File: config.mk
export PLATFORM = sky130hd
export DESIGN_NAME = mips_bus_lsu_flat
export DESIGN_NICKNAME = d
export VERILOG_FILES = /design/src/rtl/mips_lsu_pkg.sv /design/src/rtl/mips_bus_lsu_if.sv /design/src/rtl/mips_lsu_wbuf.sv /design/src/rtl/mips_bus_lsu.sv /design/src/flat_wrapper.sv
export SDC_FILE = /design/constraint.sdc
export NUM_CORES = 1
export LEC_CHECK = 0
export ABC_AREA = 0
export BUFFER_PORTS_ARGS = -buffer_cell sky130_fd_sc_hd__buf_2
export CORE_ASPECT_RATIO = 0.75
export CORE_MARGIN = 5
export CORE_UTILIZATION = 25
export DETAILED_ROUTE_END_ITERATION = 16
export SLEW_MARGIN = 20
export SYNTH_ARGS = -nofsm -noshare
export SYNTH_HDL_FRONTEND = slang
export SYNTH_SLANG_ARGS = --single-unit
export TNS_END_PERCENT = 1
File: constraint.sdc
create_clock -name clk -period 7.8 [get_ports clk]
set_clock_uncertainty 0.15 [all_clocks]
set_input_delay 0 -clock clk [delete_from_list [all_inputs] [get_ports clk]]
set_output_delay 0 -clock clk [all_outputs]
set_load 0.01 [all_outputs]
File: src/rtl/mips_lsu_pkg.sv
// Shared types for the MIPS load/store unit: operation encodings, load FSM
// states, the posted-store entry layout and the lane/format helpers.
package mips_lsu_pkg;

  typedef enum logic [3:0] {
    OP_LB  = 4'h0,
    OP_LBU = 4'h1,
    OP_LH  = 4'h2,
    OP_LHU = 4'h3,
    OP_LW  = 4'h4,
    OP_LWL = 4'h5,
    OP_LWR = 4'h6,
    OP_SB  = 4'h8,
    OP_SH  = 4'h9,
    OP_SW  = 4'hA
  } lsu_op_t;

  typedef enum logic [1:0] {
    IDLE,
    DRAIN,
    LREQ,
    RESP
  } lsu_state_t;

  // Word address is 30 bits, so bus addresses up to 32 bits are supported.
  typedef struct packed {
    logic [29:0] word_addr;
    logic [31:0] data;
    logic [3:0]  be;
  } wbuf_entry_t;

  function automatic logic is_store_op(lsu_op_t op);
    return (op == OP_SB) || (op == OP_SH) || (op == OP_SW);
  endfunction

  function automatic logic is_misaligned(lsu_op_t op, logic [1:0] lane);
    logic bad;
    bad = 1'b0;
    case (op)
      OP_LH, OP_LHU, OP_SH: bad = lane[0];
      OP_LW, OP_SW:         bad = (lane != 2'b00);
      default:              bad = 1'b0;
    endcase
    return bad;
  endfunction

  // LWL/LWR merge the shifted memory word with the untouched bytes of rt.
  function automatic logic [31:0] format_load(lsu_op_t op, logic [31:0] w,
                                              logic [31:0] rt, logic [1:0] n);
    logic [4:0]  sh;
    logic [7:0]  b;
    logic [15:0] h;
    logic [31:0] r;
    sh = {n, 3'b000};
    b  = 8'(w >> sh);
    h  = n[1] ? w[31:16] : w[15:0];
    case (op)
      OP_LB:   r = {{24{b[7]}}, b};
      OP_LBU:  r = {24'd0, b};
      OP_LH:   r = {{16{h[15]}}, h};
      OP_LHU:  r = {16'd0, h};
      OP_LWL:  r = (w << {~n, 3'b000}) |
                   (rt & (32'hFFFFFFFF >> ({1'b0, n, 3'b000} + 6'd8)));
      OP_LWR:  r = (w >> sh) | (rt & ~(32'hFFFFFFFF >> sh));
      default: r = w;
    endcase
    return r;
  endfunction

endpackage

File: src/rtl/mips_bus_lsu_if.sv
// Core request/response channel plus Avalon-MM master signals of the LSU.
// Request transfers on a rising edge with req_valid && req_ready; resp_valid is
// a one-cycle pulse with no back-pressure; a bus beat completes when
// waitrequest is low, and the master holds address/data/byteenable until then.
interface mips_bus_lsu_if #(
  parameter int ADDR_W = 32
) ();
  import mips_lsu_pkg::*;

  logic              req_valid;
  logic              req_ready;
  lsu_op_t           req_op;
  logic [ADDR_W-1:0] req_addr;
  logic [31:0]       req_rt;

  logic              resp_valid;
  logic [31:0]       resp_data;
  logic              resp_fault;

  logic [ADDR_W-1:0] address;
  logic              read;
  logic              write;
  logic [31:0]       writedata;
  logic [3:0]        byteenable;
  logic              waitrequest;
  logic [31:0]       readdata;

  modport master (
    input  req_valid, req_op, req_addr, req_rt, waitrequest, readdata,
    output req_ready, resp_valid, resp_data, resp_fault,
           address, read, write, writedata, byteenable
  );

  modport slave (
    output req_valid, req_op, req_addr, req_rt, waitrequest, readdata,
    input  req_ready, resp_valid, resp_data, resp_fault,
           address, read, write, writedata, byteenable
  );

endinterface

File: src/rtl/mips_lsu_wbuf.sv
// Posted-store FIFO: power-of-two depth, free-running wrapping pointers and an
// occupancy counter that stays put on a simultaneous push and pop.
module mips_lsu_wbuf import mips_lsu_pkg::*; #(
  parameter int DEPTH = 4
) (
  input  logic                     clk,
  input  logic                     reset,
  input  logic                     push,
  input  wbuf_entry_t              push_data,
  input  logic                     pop,
  output wbuf_entry_t              head,
  output logic                     full,
  output logic                     empty,
  output logic [$clog2(DEPTH):0]   count
);

  localparam int PW = $clog2(DEPTH);
  localparam logic [PW:0] FULL_CNT = (PW + 1)'(DEPTH);

  wbuf_entry_t   mem [DEPTH];
  logic [PW-1:0] wr_ptr;
  logic [PW-1:0] rd_ptr;
  logic          do_push;
  logic          do_pop;

  assign full    = (count == FULL_CNT);
  assign empty   = (count == '0);
  assign do_push = push && !full;
  assign do_pop  = pop && !empty;
  assign head    = mem[rd_ptr];

  always_ff @(posedge clk) begin
    if (!reset) begin
      for (int i = 0; i < DEPTH; i++) mem[i] <= '0;
      wr_ptr <= '0;
      rd_ptr <= '0;
      count  <= '0;
    end else begin
      if (do_push) begin
        mem[wr_ptr] <= push_data;
        wr_ptr      <= wr_ptr + 1'b1;
      end
      if (do_pop) rd_ptr <= rd_ptr + 1'b1;
      case ({do_push, do_pop})
        2'b10:   count <= count + 1'b1;
        2'b01:   count <= count - 1'b1;
        default: count <= count;
      endcase
    end
  end

endmodule

File: src/rtl/mips_bus_lsu.sv
// MIPS load/store unit on Avalon-MM: stores are posted through a write buffer,
// loads drain that buffer first so they always observe earlier stores.
module mips_bus_lsu import mips_lsu_pkg::*; #(
  parameter int WBUF_DEPTH = 4,
  parameter int ADDR_W     = 32
) (
  input  logic                          clk,
  input  logic                          reset,
  mips_bus_lsu_if.master                bus,
  output logic [$clog2(WBUF_DEPTH):0]   wbuf_count,
  output lsu_state_t                    state_dbg
);

  lsu_state_t        state;
  lsu_op_t           ld_op;
  logic [ADDR_W-1:0] ld_addr;
  logic [31:0]       ld_rt;
  logic              read_q;

  wbuf_entry_t push_entry;
  wbuf_entry_t head;
  logic        wb_full;
  logic        wb_empty;
  logic        push;
  logic        pop;
  logic        accept;
  logic        misaligned;
  logic        store_op;
  logic [1:0]  lane;

  assign lane          = bus.req_addr[1:0];
  assign misaligned    = is_misaligned(bus.req_op, lane);
  assign store_op      = is_store_op(bus.req_op);
  assign bus.req_ready = reset && (state == IDLE) && !wb_full;
  assign accept        = bus.req_valid && bus.req_ready;
  assign push          = accept && store_op && !misaligned;
  assign pop           = bus.write && !bus.waitrequest;
  assign bus.write     = !wb_empty;
  assign bus.read      = read_q;
  assign state_dbg     = state;

  always_comb begin
    push_entry.word_addr = 30'(bus.req_addr[ADDR_W-1:2]);
    push_entry.data      = '0;
    push_entry.be        = '0;
    case (bus.req_op)
      OP_SB: begin
        push_entry.data = {24'd0, bus.req_rt[7:0]} << {lane, 3'b000};
        push_entry.be   = 4'b0001 << lane;
      end
      OP_SH: begin
        push_entry.data = lane[1] ? {bus.req_rt[15:0], 16'd0} : {16'd0, bus.req_rt[15:0]};
        push_entry.be   = lane[1] ? 4'b1100 : 4'b0011;
      end
      OP_SW: begin
        push_entry.data = bus.req_rt;
        push_entry.be   = 4'b1111;
      end
      default: ;
    endcase
  end

  // Read and write cannot overlap: a read is only raised once the buffer is empty.
  always_comb begin
    bus.address    = '0;
    bus.writedata  = '0;
    bus.byteenable = '0;
    if (!wb_empty) begin
      bus.address    = {head.word_addr[ADDR_W-3:0], 2'b00};
      bus.writedata  = head.data;
      bus.byteenable = head.be;
    end else if (read_q) begin
      bus.address    = {ld_addr[ADDR_W-1:2], 2'b00};
      bus.byteenable = 4'b1111;
    end
  end

  mips_lsu_wbuf #(.DEPTH(WBUF_DEPTH)) u_wbuf (
    .clk       (clk),
    .reset     (reset),
    .push      (push),
    .push_data (push_entry),
    .pop       (pop),
    .head      (head),
    .full      (wb_full),
    .empty     (wb_empty),
    .count     (wbuf_count)
  );

  always_ff @(posedge clk) begin
    if (!reset) begin
      state          <= IDLE;
      read_q         <= 1'b0;
      ld_op          <= OP_LB;
      ld_addr        <= '0;
      ld_rt          <= '0;
      bus.resp_valid <= 1'b0;
      bus.resp_data  <= '0;
      bus.resp_fault <= 1'b0;
    end else begin
      bus.resp_valid <= 1'b0;
      bus.resp_data  <= '0;
      bus.resp_fault <= 1'b0;
      case (state)
        IDLE: begin
          if (accept) begin
            if (misaligned) begin
              bus.resp_valid <= 1'b1;
              bus.resp_fault <= 1'b1;
            end else if (store_op) begin
              bus.resp_valid <= 1'b1;
            end else begin
              ld_op   <= bus.req_op;
              ld_addr <= bus.req_addr;
              ld_rt   <= bus.req_rt;
              if (wbuf_count == '0) begin
                state  <= LREQ;
                read_q <= 1'b1;
              end else begin
                state <= DRAIN;
              end
            end
          end
        end
        DRAIN: begin
          if (wbuf_count == '0) begin
            state  <= LREQ;
            read_q <= 1'b1;
          end
        end
        LREQ: begin
          if (!bus.waitrequest) begin
            read_q         <= 1'b0;
            bus.resp_valid <= 1'b1;
            bus.resp_data  <= format_load(ld_op, bus.readdata, ld_rt, ld_addr[1:0]);
            state          <= RESP;
          end
        end
        RESP:    state <= IDLE;
        default: state <= IDLE;
      endcase
    end
  end

endmodule

File: src/flat_wrapper.sv
// flat-port wrapper written by rule: the top's interface ports become plain ports
module mips_bus_lsu_flat import mips_lsu_pkg::*;
#(
  parameter int WBUF_DEPTH = 4,
  parameter int ADDR_W     = 32
)
  (clk, reset, wbuf_count, state_dbg, bus_req_valid, bus_req_op, bus_req_addr, bus_req_rt, bus_waitrequest, bus_readdata, bus_req_ready, bus_resp_valid, bus_resp_data, bus_resp_fault, bus_address, bus_read, bus_write, bus_writedata, bus_byteenable);
  mips_bus_lsu_if #(.ADDR_W(ADDR_W)) bus_i ();
  input  logic clk;
  input  logic reset;
  output logic [$clog2(WBUF_DEPTH):0] wbuf_count;
  output lsu_state_t state_dbg;
  input wire logic [$bits(bus_i.req_valid)-1:0] bus_req_valid;
  input wire logic [$bits(bus_i.req_op)-1:0] bus_req_op;
  input wire logic [$bits(bus_i.req_addr)-1:0] bus_req_addr;
  input wire logic [$bits(bus_i.req_rt)-1:0] bus_req_rt;
  input wire logic [$bits(bus_i.waitrequest)-1:0] bus_waitrequest;
  input wire logic [$bits(bus_i.readdata)-1:0] bus_readdata;
  output wire logic [$bits(bus_i.req_ready)-1:0] bus_req_ready;
  output wire logic [$bits(bus_i.resp_valid)-1:0] bus_resp_valid;
  output wire logic [$bits(bus_i.resp_data)-1:0] bus_resp_data;
  output wire logic [$bits(bus_i.resp_fault)-1:0] bus_resp_fault;
  output wire logic [$bits(bus_i.address)-1:0] bus_address;
  output wire logic [$bits(bus_i.read)-1:0] bus_read;
  output wire logic [$bits(bus_i.write)-1:0] bus_write;
  output wire logic [$bits(bus_i.writedata)-1:0] bus_writedata;
  output wire logic [$bits(bus_i.byteenable)-1:0] bus_byteenable;
  assign bus_i.req_valid = bus_req_valid;
  assign bus_i.req_op = bus_req_op;
  assign bus_i.req_addr = bus_req_addr;
  assign bus_i.req_rt = bus_req_rt;
  assign bus_i.waitrequest = bus_waitrequest;
  assign bus_i.readdata = bus_readdata;
  assign bus_req_ready = bus_i.req_ready;
  assign bus_resp_valid = bus_i.resp_valid;
  assign bus_resp_data = bus_i.resp_data;
  assign bus_resp_fault = bus_i.resp_fault;
  assign bus_address = bus_i.address;
  assign bus_read = bus_i.read;
  assign bus_write = bus_i.write;
  assign bus_writedata = bus_i.writedata;
  assign bus_byteenable = bus_i.byteenable;
  mips_bus_lsu #(.WBUF_DEPTH(WBUF_DEPTH), .ADDR_W(ADDR_W)) u_core (.clk(clk), .reset(reset), .bus(bus_i), .wbuf_count(wbuf_count), .state_dbg(state_dbg));
endmodule
==> reports/metrics.yaml, run 1 <==
logic_synthesis:
  synth_top_family_by_area: "simple AND/OR/NAND/NOR gates"
  synth_ff_type: "edfxtp_1"
  synth_compound_area_share_pct: 6.897
  synth_edf_count: 264
  syn_area_um2: 18050
  synthCells: 1491
  seq_area_frac_synth_pct: 56.56
  syn_avg_cell_area_um2: 12.11
  synth-adder-area-share_pct: 0.4575
  synth_mux_area_share_pct: 15.46
  synth_simple_gate_area_share_pct: 17.14
  synth_xor_xnor_area_share_pct: 0.2426
  async_flop_share_pct: 0
  ys_ff_latch: 378
  yosysUniqueCellTypes: 64
  ys_warn_count: 0
worst_setup_path:
  worstPathRequired_ns: 7.84
  cp.arrival_ns: 3.87
  critPathKind: "reg -> reg"
  end_kind: "flop"
  crit_fanout: 41
  start_kind: "flop"
drt:
  vias: 13470
  routed_wl_mm: 58.34
  ant_nets: 0
  drt_pre_antenna_iters: 6
  wl_per_cell_um: 20.84
  remaining_drc_errors: 0
  route.met3.wl_mm: 5.832
  drt-initial-drc-count: 1255
  met1_length_mm: 24.63
  vias_per_cell: 4.814
  wl_met2_mm: 26.36
  dr.max_layer_used: "met5"
outcome:
  status: "finished clean"
sta:
  period_share_pct: 49.06
  worst_pin_slew_ns: 1.110
  finalHoldViolations: 0
  max_freq_ghz: 0.2613
  min_period_ns: 3.827
  slew_viol_final: 0
  setup_tns_ns: 0
  slew_headroom_pct: 26.01
  setup_viol: 0
  grt_setup_unrepaired: "no"
  holdWs_ns: 0.1661
die:
  die_h_um: 242.7
  io_pins: 214
  die_w_um: 320.3
  initial_utilization_pct: 25.18
  die_area_um2: 77730
  core_area_um2: 71680
  rows: 85
final_layout:
  mostFrequentLayoutCell: "edfxtp_1"
  fin_nets: 1919
  drive_above_1_share_pct: 22.72
  fin_cells: 2799
  syn2layout_area_growth_pct: 26.87
  final_cell_mix: "edfxtp_1 (264), buf_2 (211), dlygate4sd3_1 (153), and2_1 (145), nor2_1 (138)"
power_and_ir_drop:
  max-vdd-ir-drop_mv: 0.1244
  power_density_nw_per_um2: 224.0
  p_leak_uw: 0.008951
  finalPower_uw: 5130
placed_design:
  dp_cells: 2570
  portBuffers: 211
  place_congestion: 0.8556
  dp_hpwl_mm: 37.77
global_route:
  grt_pass1_wl_mm: 86.64
  grt_overflow: 0
  grt_pass1_vias: 13520
  track_usage_pct: 14.44
  antenna_found_initial: 4
  grt_max_degree: 70
cts:
  cts_buffers: 41
  clk_path_buf_depth: 3
  root_buffer: "clkbuf_16"
  path_clk_slew_ns: 0.06
  cts_setup_buffers: 0
  clk_latency_ns: 0.56
  cts.sinks: 378
  cts_tree: "done"
  htreeDepth: 2
worst_hold_path:
  hp-class: "in -> reg"
run:
  cap_violations: 0
metrics by stage:
step                worst slack, ns  utilization, %  instance area (um^2)
floorplan                    0.8969               -                 18050
global placement              4.056           27.94                 20030
detailed placement            3.961           27.94                 20030
CTS                           3.937           31.91                 22870
global route                  3.715           31.94                 22900
finish                        3.973           31.95                 22900
sequential cells by signal (all words and copies together), names as in the netlist, named ones only:
signal	flops
u_core.u_wbuf.mem	264
u_core.bus.resp_data	32
u_core.ld_addr	32
u_core.ld_rt	32
u_core.ld_op	4
u_core.u_wbuf.count	3
u_core.state_dbg	2
u_core.u_wbuf.rd_ptr	2
u_core.u_wbuf.wr_ptr	2
u_core.bus.read	1
u_core.bus.resp_fault	1
u_core.bus.resp_valid	1
timing repair:
item	4_1_cts	5_1_grt
resized for setup	0	0
hold buffers	153	0
setup endpoints to repair	0	0
endpoints found under the hold margin	365	0
per-layer routing:
| metal | track usage, % | up-vias |
|---|---|---|
| li1 | - | 6092 |
| met1 | 19.59 | 6647 |
| met2 | 22.68 | 623 |
| met5 | 0 | - |
| met3 | 4.339 | 109 |
| met4 | 3.693 | 2 |
kinds of logic (layout without fill, tap and decap cells):
kind of cell,count (synthesis),after routing
muxes,192,192
and+or+nand+nor,592,592
xor gates and xnor gates,5,5
other,1,4
buffers and inverters,124,472
AOI/OAI and AO/OA,193,193
DFF,378,378
adders and majority gates,6,6
Yosys cell counts (25+ instances only):
cell	n	area (um^2)
edfxtp_1	264	7928
a22oi_1	31	232.7
nor2b_1	70	437.9
o21ai_0	49	245.2
dfxtp_1	114	2282
and3_1	48	300.3
nand3_1	34	170.2
mux2_2	25	281.5
nor2_1	138	518.0
a21oi_1	52	260.3
mux4_2	67	1509
and2_1	145	907.1
clkbuf_1	65	244.0
mux2i_1	100	1001
nand2_1	122	457.9
power breakdown:
group          total, uW  switching, uW  internal (uW)
Sequential          2320           69.4           2250
Clock               1950            837           1110
Combinational        861            513            348
Total               5130           1420           3710
critical path, cell delays in order, from the launching register on:
cell and delay (ns):
dfxtp_1 0.34, inv_1 0.11, ha_1 0.21, nand3_1 0.11
nand2b_1 0.28, nor3b_4 0.19, buf_4 0.40, nand2_1 0.19
o21ai_4 0.82, buf_4 0.61
path summary, 6_finish.rpt:
kind                       start                  endpoint  slack [ns]  cells past startpoint
max reg2reg  u_core.state_dbg[0]  u_core.u_wbuf.mem[3][39]        3.97                      9
max          u_core.state_dbg[0]  u_core.u_wbuf.mem[3][39]        3.97                      9
min               bus_req_rt[20]          u_core.ld_rt[20]        0.17                      4
min reg2reg  u_core.state_dbg[0]       u_core.state_dbg[0]        0.35                      2
cell type report:
type | instances | area, um^2
clock buffer | 52 | 1109
timing repair buffer | 387 | 2760
multi-input combinational | 990 | 7365
clock inverter | 22 | 207.7
inverter | 11 | 41.29
fill | 7246 | 48780
sequential | 378 | 10220
antenna | 2 | 5.005
tap | 957 | 1197
Power figures use the tool's default switching activity.
==> run 2: changes to the inputs <==
- clock period: 7.8 -> 4 ns (I/O delays scaled with it)
==> reports/metrics.yaml, run 2 (synthesized netlist as in run 1, its figures left out) <==
outcome:
  status: "finished clean"
placed_design:
  portBuffers: 211
  dp_cells: 2581
  place_congestion: 0.8726
  dp_hpwl_mm: 39.18
drt:
  remaining_drc_errors: 0
  drt_pre_antenna_iters: 6
  wl_per_cell_um: 21.38
  vias: 13540
  ant_nets: 0
  drt-initial-drc-count: 1352
  routed_wl_mm: 59.67
  vias_per_cell: 4.852
final_layout:
  regMostFlops: "u_core.u_wbuf.mem"
  fin_cells: 2791
  utilization_pct: 31.84
  largest_register_ff_count: 264
  nFillCells: 7199
  syn2layout_area_growth_pct: 26.42
  fin_nets: 1910
  final_cell_mix: "edfxtp_1 (264), buf_2 (211), and2_1 (145), nor2_1 (138), dlygate4sd3_1 (134)"
  multi_input_area_um2: 7347
  mostFrequentLayoutCell: "edfxtp_1"
  regArea_um2: 10220
  drive_above_1_share_pct: 23.25
power_and_ir_drop:
  max-vdd-ir-drop_mv: 0.2694
  power_density_nw_per_um2: 439.3
  p_leak_uw: 0.008887
  finalPower_uw: 10030
cts:
  path_clk_slew_ns: 0.07
  cts_resized: 0
  clk_path_buf_depth: 3
  root_buffer: "clkbuf_16"
  htreeDepth: 2
  cts.sinks: 378
  clk_latency_ns: 0.57
  cts_buffers: 40
  cts_tree: "done"
worst_setup_path:
  crit_fanout: 28
  end_kind: "flop"
  cp.arrival_ns: 3.77
  rr_startpoint: "u_core.ld_op[2]"
  worstPathRequired_ns: 4.35
  startpoint: "u_core.ld_op[2]"
  start_kind: "flop"
  critPathKind: "reg -> reg"
die:
  die_h_um: 242.7
  die_area_um2: 77730
  die_w_um: 320.3
  io_pins: 214
  rows: 85
  core_area_um2: 71680
  initial_utilization_pct: 25.18
global_route:
  grt_max_degree: 67
  antenna_found_initial: 4
  grt_pass1_wl_mm: 86.93
  grt_overflow: 0
  grt_pass1_vias: 13350
  track_usage_pct: 14.61
sta:
  min_period_ns: 3.417
  finalHoldViolations: 0
  setup_viol: 0
  grt_setup_unrepaired: "no"
  slew_headroom_pct: 34.18
  period_share_pct: 85.42
  slew_viol_final: 0
  holdWs_ns: 0.1409
  setup_tns_ns: 0
  worst_pin_slew_ns: 0.9798
  max_freq_ghz: 0.2927
run:
  cap_violations: 0
worst_hold_path:
  hold_start: "bus_req_rt[18]"
  hp-class: "in -> reg"
==> run 2: changes by cell type in the layout (fill, tap and decap cells not counted), moves of 2 or more <==
cell,delta
clkbuf_8,-2
buf_12,+3
buf_4,+8
nand2_4,+2
inv_6,-3
dlygate4sd3_1,-19
clkinv_1,+4
nand2_8,-2
==> run 2: layout make-up <==
class	count	share of cell area (%)
sequential	378	44.77
timing repair buffer	379	11.79
clock inverter	26	1.184
inverter	11	0.1809
multi-input combinational	990	32.19
clock buffer	48	4.611
antenna	2	0.02193
tap	957	5.247
==> run 2: final timing paths <==
| path | endpoint | slack [ns] | cells past startpoint |
|---|---|---|---|
| setup / recovery | u_core.bus.resp_data[6] | 0.58 | 6 |
| hold reg to reg | u_core.state_dbg[0] | 0.36 | 2 |
| setup reg to reg | u_core.bus.resp_data[6] | 0.58 | 6 |
| hold / removal | u_core.ld_rt[18] | 0.14 | 4 |
==> run 2: layer usage <==
metal / vias up / global-route usage [%] / wire length, um
li1: 6064 / - / -
met3: 103 / 4.547 / 5907
met2: 640 / 22.38 / 26610
met4: 4 / 3.872 / 1485
met1: 6730 / 20.13 / 25650
met5: - / 0 / 21
==> run 2: report_power, final <==
group,internal [uW],switching (uW)
Sequential,4380,142
Clock,2160,1650
Combinational,676,1020
==> run 2: worst max-delay path, cell delays in order, from the launching register on <==
cell and delay (ns):
dfxtp_1 0.61, nor4bb_4 0.35, buf_4 0.37, a21boi_1 0.80
a222oi_1 0.27, a21oi_1 0.21, dlygate4sd3_1 0.58
==> run 2: timing repair <==
item	4_1_cts	5_1_grt
hold endpoints to repair	365	0
setup buffers	0	0
hold buffers	134	0
==> run 2: stage by stage <==
| step | setup WS (ns) | cell area [um^2] |
|---|---|---|
| floorplan | 0.1382 | 18060 |
| global placement | 0.8111 | 20150 |
| detailed placement | 0.7101 | 20150 |
| CTS | 0.6699 | 22820 |
| global route | 0.5114 | 22820 |
| finish | 0.5831 | 22820 |
==> run 3: changes to the inputs <==
- ABC_AREA: 0 -> 1
==> reports/metrics.yaml, run 3 <==
worst_setup_path:
  r2r_slack_ns: 0.66
  critPathBufInv: 3
  worstPathRequired_ns: 3.85
  start_kind: "flop"
  rr_startpoint: "u_core.ld_op[0]"
  cp.arrival_ns: 3.22
  reg2reg_depth: 9
  path_cells: "nor2_1, nand2_1, clkinv_2, buf_4, a221oi_1, a31o_2, buf_2"
  slowest_stage: "a221oi_1"
  cp.depth: 7
  crit_fanout: 71
  critPathTopFamily: "buffers and inverters"
  crit-reg2reg-capture: "u_core.bus.resp_data[12]"
  slowest_delay_ns: 0.65
  critPathKind: "reg -> out"
  end_kind: "output pin"
global_route:
  antenna_found_initial: 0
  grt_pass1_wl_mm: 92.36
  grt_max_degree: 77
  grt_overflow: 0
  grt_pass1_vias: 14840
  track_usage_pct: 15.63
logic_synthesis:
  netlist.area_leader.share_pct: 44.93
  yosysUniqueCellTypes: 44
  ys_ff_latch: 378
  synthCells: 1970
  seq_area_frac_synth_pct: 57.87
  synthTopCellsByArea: "edfxtp_1 (45%), dfxtp_1 (13%), nor2_1 (10%), o21ai_0 (6.4%), a21oi_1 (6.1%)"
  post-synth-top-count-cell: "nor2_1"
  synth_ff_type: "edfxtp_1"
  ys_warn_count: 0
  synth_commonest_cells: "nor2_1 (474), edfxtp_1 (264), o21ai_0 (226)"
  async_flop_share_pct: 0
  syn_avg_cell_area_um2: 8.956
  syn_area_um2: 17640
  synth_edf_count: 264
  synth.largest_area_cell: "edfxtp_1"
placed_design:
  place_area_um2: 19640
  dp_hpwl_mm: 39.53
  place_congestion: 0.9152
  portBuffers: 211
  place_ws_ns: 1.137
sta:
  worst_pin_slew_ns: 0.9517
  setup_viol: 0
  grt_setup_unrepaired: "no"
  max_freq_ghz: 0.2970
  period_share_pct: 84.17
  holdWs_ns: 0.1151
  slew_viol_final: 0
  setup_slack_ns: 0.6331
  setup_tns_ns: 0
  slew_headroom_pct: 36.56
  finalHoldViolations: 0
  min_period_ns: 3.367
power_and_ir_drop:
  p_leak_uw: 0.008988
  max-vdd-ir-drop_mv: 0.2841
  power_density_nw_per_um2: 458.5
  finalPower_uw: 10280
drt:
  remaining_drc_errors: 0
  ant_nets: 0
  routed_wl_mm: 61.58
  vias_per_cell: 4.828
  vias: 15650
  drt_pre_antenna_iters: 6
  wl_per_cell_um: 19.00
  drt-initial-drc-count: 1734
final_layout:
  regMostFlops: "u_core.u_wbuf.mem"
  drive_above_1_share_pct: 16.40
  mostFrequentLayoutCell: "nor2_1"
  final_area_um2: 22420
  largest_register_ff_count: 264
  syn2layout_area_growth_pct: 27.05
  nFillCells: 7355
  fin_nets: 2368
  final_cell_mix: "nor2_1 (474), edfxtp_1 (264), o21ai_0 (226), a21oi_1 (216), buf_2 (211)"
die:
  io_pins: 214
  initial_utilization_pct: 25.21
  rows: 84
  die_w_um: 316.8
  core_area_um2: 70000
  die_h_um: 240.1
  die_area_um2: 76040
run:
  cap_violations: 0
cts:
  path_clk_slew_ns: 0.06
  cts_tree: "done"
  cts_buffers: 43
  htreeDepth: 2
  clk_latency_ns: 0.58
  cts.sinks: 378
  cts_setup_buffers: 0
  cts_resized: 0
  root_buffer: "clkbuf_16"
  clk_path_buf_depth: 3
worst_hold_path:
  hp-class: "in -> reg"
  hold_end: "u_core.ld_addr[19]"
  holdPathStages: 4
  hold_start: "bus_req_addr[19]"
outcome:
  status: "finished clean"
## run 3: changes by cell type after synthesis, sizes merged, moves of 70 or more
cell   change
nand2     +85
a21oi    +163
mux2i     -94
nor2b     -70
nor2     +341
inv      +108
o21ai    +175
and2     -144
## run 3: cells by family (layout without fill, tap and decap cells)
kind of cell / after synthesis / count (layout) / synth area share (%)
flops: 378 / 378 / 57.87
mux: 6 / 6 / 0.3404
fa+ha+maj: 6 / 6 / 0.4681
other cells: 1 / 4 / 0.02125
compound gates: 579 / 579 / 18.69
simple gates: 739 / 739 / 16.59
buf+inv: 261 / 583 / 6.021
## run 3: how the worst max path moves through the flow
stage / start / end / slack (ns)
after floorplan: u_core.state_dbg[0] / u_core.u_wbuf.mem[0][0] / 0.30
after global placement: u_core.u_wbuf.count[1] / u_core.u_wbuf.count[2] / 1.16
after detailed placement: u_core.u_wbuf.count[1] / u_core.u_wbuf.count[2] / 1.14
after CTS: u_core.u_wbuf.count[1] / bus_address[8] / 0.61
after global routing: u_core.u_wbuf.count[1] / bus_address[8] / 0.43
final: u_core.u_wbuf.count[1] / bus_address[7] / 0.63
## run 3: routing by layer
metal | GRT usage, % | wire, um | up-vias
li1 | - | - | 7368
met1 | 22.81 | 27980 | 7482
met2 | 23.59 | 26720 | 685
met3 | 3.404 | 5385 | 111
met4 | 4.025 | 1496 | 0
met5 | 0 | 0 | -
## run 3: cell type report
type,count,area (um^2),share of cell area [%]
flip-flops and latches,378,10220,45.58
multi-input cells,1332,6414,28.61
repair buffers,383,2758,12.30
well taps,946,1184,5.280
clock buffers,57,1179,5.258
inverters,120,454.2,2.026
clock inverters,23,206.4,0.9210
diodes,2,5.005,0.02233
## run 3: through the flow
stage / util, % / std cells
after floorplan: - / 1971
after global placement: 28.05 / 3020
after detailed placement: 28.05 / 3020
after CTS: 32.02 / 3239
after global routing: 32.02 / 3239
final: 32.02 / 3241
## run 3: worst min-delay path, stage by stage
cell           delay [ns]
dlygate4sd3_1        0.52
buf_2                0.09
inv_1                0.07
a21oi_1              0.12
## run 3: report_power, final
part           internal (uW)  leakage [uW]  total [uW]  switching, uW
combinational            573       0.00466        1690           1120
clock                   2230      0.000675        3950           1720
sequential              4450       0.00365        4630            188
## run 3: timing repair
item                                   CTS  global route
setup endpoints to repair                0             0
endpoints found under the hold margin  365             0
hold buffers                           139             0
